[config.mk]
export PLATFORM = sky130hd
export DESIGN_NAME = snake_key_input
export DESIGN_NICKNAME = d
export VERILOG_FILES = /design/src/rtl/snake_pkg.sv /design/src/rtl/snake_debounce.sv /design/src/rtl/snake_key_input.sv
export SDC_FILE = /design/constraint.sdc
export NUM_CORES = 1
export LEC_CHECK = 0
export ABC_AREA = 1
export ABC_CLOCK_PERIOD_IN_PS = 1900
export CAP_MARGIN = 25
export CORE_MARGIN = 4
export CORE_UTILIZATION = 62
export CTS_BUF_LIST = sky130_fd_sc_hd__clkbuf_16
export DETAILED_ROUTE_END_ITERATION = 8
export PLACE_DENSITY = 0.8
export REMOVE_ABC_BUFFERS = 1
export SETUP_SLACK_MARGIN = 0.05
export SKIP_LAST_GASP = 1
export SLEW_MARGIN = 0
export SYNTH_ARGS = -nofsm -noshare
export SYNTH_HDL_FRONTEND = slang
export SYNTH_SLANG_ARGS = --single-unit
[constraint.sdc]
create_clock -name clk -period 1.9 [get_ports clk]
set_clock_uncertainty 0.1 [all_clocks]
set_input_delay 0.38 -clock clk [delete_from_list [all_inputs] [get_ports clk]]
set_output_delay 0.38 -clock clk [all_outputs]
set_load 0.01 [all_outputs]
[src/rtl/snake_pkg.sv]
// Shared encodings for the snake game input stage: heading codes and key indices.
package snake_pkg;

  typedef enum logic [1:0] {
    DIR_UP    = 2'd0,
    DIR_DOWN  = 2'd1,
    DIR_LEFT  = 2'd2,
    DIR_RIGHT = 2'd3
  } dir_t;

  localparam dir_t DIR_RESET = DIR_RIGHT;

  localparam int KEY_ENTER = 0;
  localparam int KEY_UP    = 1;
  localparam int KEY_DOWN  = 2;
  localparam int KEY_LEFT  = 3;
  localparam int KEY_RIGHT = 4;
  localparam int NUM_KEYS  = 5;

  // Opposite headings differ only in bit 0 (UP/DOWN, LEFT/RIGHT).
  function automatic dir_t dir_opposite(input dir_t d);
    return dir_t'(d ^ 2'b01);
  endfunction

endpackage

[src/rtl/snake_debounce.sv]
// One key: 2-flop synchroniser, hold-time debounce counter, stable level and
// a registered single-cycle press strobe on the accepted 1->0 transition.
module snake_debounce #(
  parameter int DEBOUNCE_CYCLES = 500000,
  parameter int CNT_W           = 19
) (
  input  logic clk,
  input  logic rst_n,
  input  logic key_n,
  output logic stable_n,
  output logic press
);

  localparam logic [CNT_W-1:0] LAST = CNT_W'(DEBOUNCE_CYCLES - 1);

  logic             s1, s2;
  logic [CNT_W-1:0] cnt;

  always_ff @(posedge clk or negedge rst_n) begin
    if (!rst_n) begin
      s1       <= 1'b1;
      s2       <= 1'b1;
      stable_n <= 1'b1;
      cnt      <= '0;
      press    <= 1'b0;
    end else begin
      s1    <= key_n;
      s2    <= s1;
      press <= 1'b0;
      // Any return to the stable level wipes the count: no partial credit.
      if (s2 == stable_n) begin
        cnt <= '0;
      end else if (cnt == LAST) begin
        stable_n <= s2;
        cnt      <= '0;
        press    <= ~s2;
      end else begin
        cnt <= cnt + 1'b1;
      end
    end
  end

endmodule

[src/rtl/snake_key_input.sv]
// Key front end: debounces the five buttons, emits the active-low enter strobe
// and tracks the snake heading. Optional SNAKE_DIR_TICK_LOCK_EN adds move_tick.
module snake_key_input
  import snake_pkg::*;
#(
  parameter int DEBOUNCE_CYCLES = 500000,
  parameter int CNT_W           = 19
) (
  input  logic       clk,
  input  logic       rst_n,
  input  logic [4:0] key_n,
  input  logic       start,
  input  logic       ready_sig,
`ifdef SNAKE_DIR_TICK_LOCK_EN
  input  logic       move_tick,
`endif
  output logic       enter,
  output logic [1:0] dir,
  output logic       dir_chg,
  output logic [4:0] key_stable_n
);

  logic [NUM_KEYS-1:0] press;
  dir_t                dir_q, cand, ref_dir;
  logic                ev_any, lock, ok_turn;

  snake_debounce #(
    .DEBOUNCE_CYCLES(DEBOUNCE_CYCLES),
    .CNT_W          (CNT_W)
  ) u_db [NUM_KEYS-1:0] (
    .clk     (clk),
    .rst_n   (rst_n),
    .key_n   (key_n),
    .stable_n(key_stable_n),
    .press   (press)
  );

  // Only the highest-priority direction event is ever considered.
  always_comb begin
    ev_any = |press[KEY_RIGHT:KEY_UP];
    cand   = DIR_RIGHT;
    if (press[KEY_UP])        cand = DIR_UP;
    else if (press[KEY_DOWN]) cand = DIR_DOWN;
    else if (press[KEY_LEFT]) cand = DIR_LEFT;
  end

  assign ok_turn = start && ev_any && !lock && (cand != dir_opposite(ref_dir));

`ifdef SNAKE_DIR_TICK_LOCK_EN
  dir_t head_q;
  logic lock_q;

  assign ref_dir = head_q;
  assign lock    = lock_q;

  // Reversal check uses the heading at the last step; one turn per step.
  always_ff @(posedge clk or negedge rst_n) begin
    if (!rst_n) begin
      head_q <= DIR_RESET;
      lock_q <= 1'b0;
    end else if (ready_sig) begin
      head_q <= DIR_RESET;
      lock_q <= 1'b0;
    end else begin
      if (move_tick) begin
        head_q <= dir_q;
        lock_q <= 1'b0;
      end
      if (ok_turn && (cand != dir_q)) lock_q <= 1'b1;
    end
  end
`else
  assign ref_dir = dir_q;
  assign lock    = 1'b0;
`endif

  always_ff @(posedge clk or negedge rst_n) begin
    if (!rst_n) begin
      enter   <= 1'b1;
      dir_q   <= DIR_RESET;
      dir_chg <= 1'b0;
    end else begin
      enter   <= ~press[KEY_ENTER];
      dir_chg <= 1'b0;
      if (ready_sig) begin
        dir_q   <= DIR_RESET;
        dir_chg <= (dir_q != DIR_RESET);
      end else if (ok_turn) begin
        dir_q   <= cand;
        dir_chg <= (cand != dir_q);
      end
    end
  end

  assign dir = dir_q;

endmodule

# --- Word-level counts from Yosys, hierarchy flattened ---
# Cells that the tools add are included.
# Widths: inputs -> output; s select.
totals:
  input_bits: 9
  regBits: 119
  out_inout_bits: 9
  wordCells: 94
op_classes:
  addsub: 5
  n_mux: 27
  reduce_logical: 9
  n_eq_ne: 13
  bitwise_logic: 12
op_table:
  columns: ["op", "count"]
  rows:
  - ["$mux 19", 10]
  - ["$add 19x1->19 const B", 5]
  - ["$eq 19x19->1 const B", 5]
  - ["$mux 1", 13]
  - ["$not 1->1", 12]
  - ["$reduce_and 2->1", 5]
  - ["$mux 2", 4]
  - ["$eq 1x1->1", 5]
  - ["$ne 2x2->1", 2]
  - ["$reduce_or 4->1", 1]
  - ["$logic_and 1x1->1", 2]
  - ["$ne 2x2->1 const B", 1]
  - ["$reduce_bool 2->1", 1]

# --- Longest topological paths before layout ---
logic_depth:
  word_depth: 7
  mapped_depth: 10
  ltp_nobuf: 10

# --- Hierarchy ---
# Synthesis repeated with hierarchy kept, for this count alone.
unflattened:
  cells_unflattened: 792
  hier_area_um2: 6388.6
modules_own_cells:
  columns: ["mod", "instances", "cells_per_inst", "seq_area_each_um2", "area_per_inst_um2"]
  rows:
  - ["snake_debounce", 5, 150, 579.3, 1221.2]
  - ["snake_key_input", 1, 42, 103.8, 282.8]

# --- Worst setup path before layout ---
# Ideal clock, no wire load.
synth_timing:
  kind: "register to register"
  from: "register u_db[2].cnt[0]"
  to: "register u_db[2].cnt[13]"
  setup_ps: 123
  path_stages_with_launch: 9
  required_time_ps: 1677
  n_path_buf: 0
  period_less_slack_ps: 1457
  path_slack_ps: 443
  t_arrival_ps: 1235
  cell_sequence: "dfrtp_1 > ha_1 > nand2_1 > nor2_1 > inv_1 > nor2_1 > nand2_1 > nand2_1 > nor2_1"
synth_between:
  elab_chain_len: 3
  elab_cells_between_ends: 4
  cone_classes: "add/sub: 1; eq/ne: 1; mux: 2"
synth_lines:
  columns: ["item", "line_no", "rtl"]
  rows:
  - ["start: declaration", "snake_debounce.sv:17", "logic [CNT_W-1:0] cnt;"]
  - ["start signal: assignment", "snake_debounce.sv:38", "cnt <= cnt + 1'b1;"]
  - ["$add 19x1->19 / $eq 19x19->1 (equally long branches)", "snake_debounce.sv:38, snake_debounce.sv:33", null]
  - ["$mux 19 (*)", "snake_debounce.sv:33", "end else if (cnt == LAST) begin"]
  - ["$mux 19 (*)", "snake_debounce.sv:31", "if (s2 == stable_n) begin"]
# Mark *: on every way between the ends. The rest lies on a longest branch, timed or not.
# A chain may end at the register's enable or synchronous reset.

# --- Final worst setup path ---
layout_timing:
  from: "register dir_chg"
  to: "output port dir_chg"
layout_rtl:
  columns: ["item", "line_no", "rtl"]
  rows:
  - ["start: declaration", "snake_key_input.sv:19", "output logic dir_chg,"]
  - ["start signal: assignment", "snake_key_input.sv:87", "dir_chg <= (dir_q != DIR_RESET);"]
  - ["start signal: assignment", "snake_key_input.sv:90", "dir_chg <= (cand != dir_q);"]
# No word-level cell between the ends.

==> results by group <==
Hold path
  • Hold Crit Start: u_db[0].press
  • Worst Hold Path EP: enter
  • Hold Crit Class: flop to flop
  • Hold Crit Depth: 1

Routing
  • Residual DRC: 0
  • WL met1: 6070 µm
  • Routed vias: 5,679
  • Initial DRC count: 384
  • Drt total wl: 13,900 µm
  • Routed Antenna Nets: 0
  • Vias/cell: 5.30
  • Routed WL per cell: 13.0 µm
  • DR pass1 iterations: 6
  • WL met2: about 6600 µm
  • DR WL met3: just over 800 µm
  • Top layer in use: met4

CTS
  • CTS HTree Levels: 4
  • Post-CTS Setup Repair Bufs: 0
  • CTS max path bufs: 2
  • Clock Latency Late Sink: 420 ps
  • Reg clk slew, reported paths: 50 ps
  • CTS sink count: 119
  • CTS tree: yes
  • Total CTS buffers: 17
  • Clock root buffer: clkbuf_16

Pwr
  • Worst vdd rail ir drop: 0.000786 V
  • Leakage: 3.23 nW
  • P per Cell Area: 790 nW/µm²

Setup path
  • Worst-path cell chain: clkdlybuf4s50_1
  • FF-to-FF Start: u_db[0].cnt[0]
  • Worst Path Required: 1420 ps
  • Setup crit end kind: output pin
  • Setup crit start: dir_chg
  • CP arrival: 1320 ps
  • CP Max Fanout: 1
  • Reg2Reg Setup Slack: around 190 ps
  • Crit-path slowest cell: clkdlybuf4s50_1
  • WS Path Type: flop to output pin
  • Worst Path Buf+Inv: 1
  • R2R depth: 8
  • Slowest stage delay, CP: about 540 ps
  • Critical path launch point type: flop
  • R2R Path End: u_db[0].cnt[8]
  • Largest delay share family, worst path: buffers and inverters

Timing
  • Hold Fails Final Rpt: 0
  • Unrepaired setup endpoints after global routing: false
  • Final Critical Period: 1800 ps
  • Slew @ Worst Pin: roughly 610 ps
  • Tcrit/Tclk final: 0.945
  • Max Slew Vio Count: 0
  • Max-slew headroom: 0.588
  • Setup-failing EPs final: 0
  • Fmax: 0.557 GHz
  • Post-Route Setup TNS: 0 ps

Cells and area
  • ANT cells: 0
  • Synth-to-Final Area Change: 14.3%
  • Final Cell Area: approximately 7500 µm²
  • # fillers: around 820
  • Nets@finish: ~940
  • Final Util: 0.725
  • Layout cells sized above 1: 0.0952

Run
  • Max-cap violations: 0

Synth
  • Total of warnings raised by yosys: 0
  • Netlist Area Pre-Place: roughly 6500 µm²
  • Yosys reg bits: 119
  • Post-synthesis cell type count: 33
  • Part of the Yosys area used for sequential elements: 0.460
  • Gate Count Post-Synth: 889
  • Syn avg cell area: 7.34 µm²

Floorplan
  • Die H: 111 µm
  • Starting Density: 0.635
  • I/O pin count: 18
  • Full die area: roughly 12,000 µm²
  • Core area: roughly 10,000 µm²
  • Std-Cell Rows: 37
  • Die width: 111 µm

Place
  • Port Buffer Count: 17
  • Placement Cell Area: 6870 µm²
  • Final HPWL DP: between 9000 and 10,000 µm
  • GPL Wtd Cong: 0.958

Global route
  • Initial antenna violation count: 0
  • GRT overflow: 0
  • Largest net degree at the start of global routing: 39
  • First-pass GRT wire length: 24,300 µm
  • Vias in the first global route: ~5,500
  • GRT Total Usage: 0.241

Run status
  • Outcome: completed
-- cells in the final DEF (no fill, tap or decap), drive strengths merged, types with 3 or more instances in the layout --
cell type      netlist  routed
xnor2               12      12
dlygate4sd2          0       8
xor2                34      34
nor2               252     252
clkbuf               3      17
nand3b               3       3
o21ai               11      11
ha                   5       5
nand2              206     206
nor3                19      19
nor3b                7       7
dfrtp              101     101
inv                111     115
nand4               12      12
buf                  7       7
dfstp               18      18
clkinvlp             0       6
clkinv               1       4
clkdlybuf4s50        0       8
a21oi               13      13
nand3               67      67
-- cell families (layout without fill, tap and decap cells) --
kind of cell	count (synthesis)	count (layout)	share of synthesized area
DFF	119	119	0.460
xor gates and xnor gates	46	46	0.0618
and+or+nand+nor	569	569	0.371
AOI/OAI and AO/OA	28	28	0.0240
adders and majority gates	5	5	0.00959
buffers and inverters	122	168	0.0735
-- stage by stage --
step / worst slack (ps) / instances / hold WS (ps) / total power, mW
final: 105 / 1071 / 248 / 5.89
after global routing: 41.6 / 1071 / 260 / 6.11
after CTS: 61.2 / 1071 / 251 / 5.94
after detailed placement: 114 / 1038 / 247 / 2.88
after global placement: 165 / 1038 / 240 / 2.87
after floorplan: 387 / 879 / -15.6 / 2.75
-- worst max-delay path by stage --
stage,end,slack (ps),depth (start not counted)
after floorplan,u_db[1].cnt[18],390,6
after global placement,dir[0],170,6
after detailed placement,dir[1],110,6
after CTS,dir_chg,60,1
after global routing,u_db[4].cnt[16],40,8
final,dir_chg,100,1
-- registers in the layout (all words and copies together) (netlist names) --
register,cells
u_db.cnt,95
u_db.press,5
u_db.s1,5
u_db.s2,5
u_db.stable_n,5
dir,2
dir_chg,1
enter,1
-- what timing repair did --
| action | 4_1_cts | 5_1_grt |
|---|---|---|
| endpoints found under the hold margin | 23 | 0 |
| hold buffers | 1 | 0 |
| gates resized for setup | 8 | 5 |
| setup endpoints to repair | 8 | 15 |
-- cells in the mapped netlist --
cell / number / share of area
xnor2_1: 12 / 0.016
o22ai_1: 1 / 0.00096
dfstp_2: 18 / 0.073
buf_4: 5 / 0.0058
nor3_1: 19 / 0.015
buf_2: 2 / 0.0015
nand2_2: 6 / 0.0058
inv_1: 106 / 0.061
dfrtp_1: 101 / 0.39
nand3_2: 1 / 0.0015
a21boi_0: 1 / 0.0012
nand2_1: 199 / 0.11
clkbuf_1: 3 / 0.0017
a21oi_1: 12 / 0.0092
nand3b_2: 1 / 0.0017
and2_1: 2 / 0.0019
clkinv_1: 1 / 0.00058
nor2_1: 238 / 0.14
o21a_1: 2 / 0.0023
ha_1: 5 / 0.0096
nand4_1: 12 / 0.012
nand2_4: 1 / 0.0017
o21ai_0: 10 / 0.0077
xor2_1: 34 / 0.046
nor2_4: 7 / 0.012
o21ai_2: 1 / 0.0013
nor2_2: 7 / 0.0067
or2_2: 1 / 0.00096
nand3_1: 66 / 0.051
inv_2: 5 / 0.0029
a21oi_2: 1 / 0.0013
nand3b_1: 2 / 0.0023
nor3b_1: 7 / 0.0081
-- final cells by class --
cell class / count / area [µm²] / share of cell area
clock buffer: 17 / 425 / 0.0571
tap: 136 / 170 / 0.0228
clock inverter: 15 / 143 / 0.0191
inverter: 112 / 420 / 0.0564
multi-input combinational: 648 / 3060 / 0.410
sequential: 119 / 3000 / 0.403
timing repair buffer: 24 / 238 / 0.0319
-- power breakdown --
group          leakage, nW  internal [mW]  switching, mW  total [mW]
combinational         1.38         0.0734          0.140       0.214
sequential            1.59           2.59         0.0295        2.62
clock                0.269           1.91           1.15        3.06
-- worst reg2reg max path, stage by stage (launching register included) --
cell     delay, ps
dfrtp_1        370
ha_1           230
nand2_1        100
nor2_2         200
inv_1           80
nor2_1         160
a21oi_2        120
inv_1          150
nor2_1          70
-- routing by layer --
layer  vias to the layer above  GRT usage
met5                         -          0
met4                         0      0.120
met3                        41     0.0603
met2                       193      0.392
met1                      2633      0.301
li1                       2812          -
No activity file was read; power rests on OpenSTA's default activity.
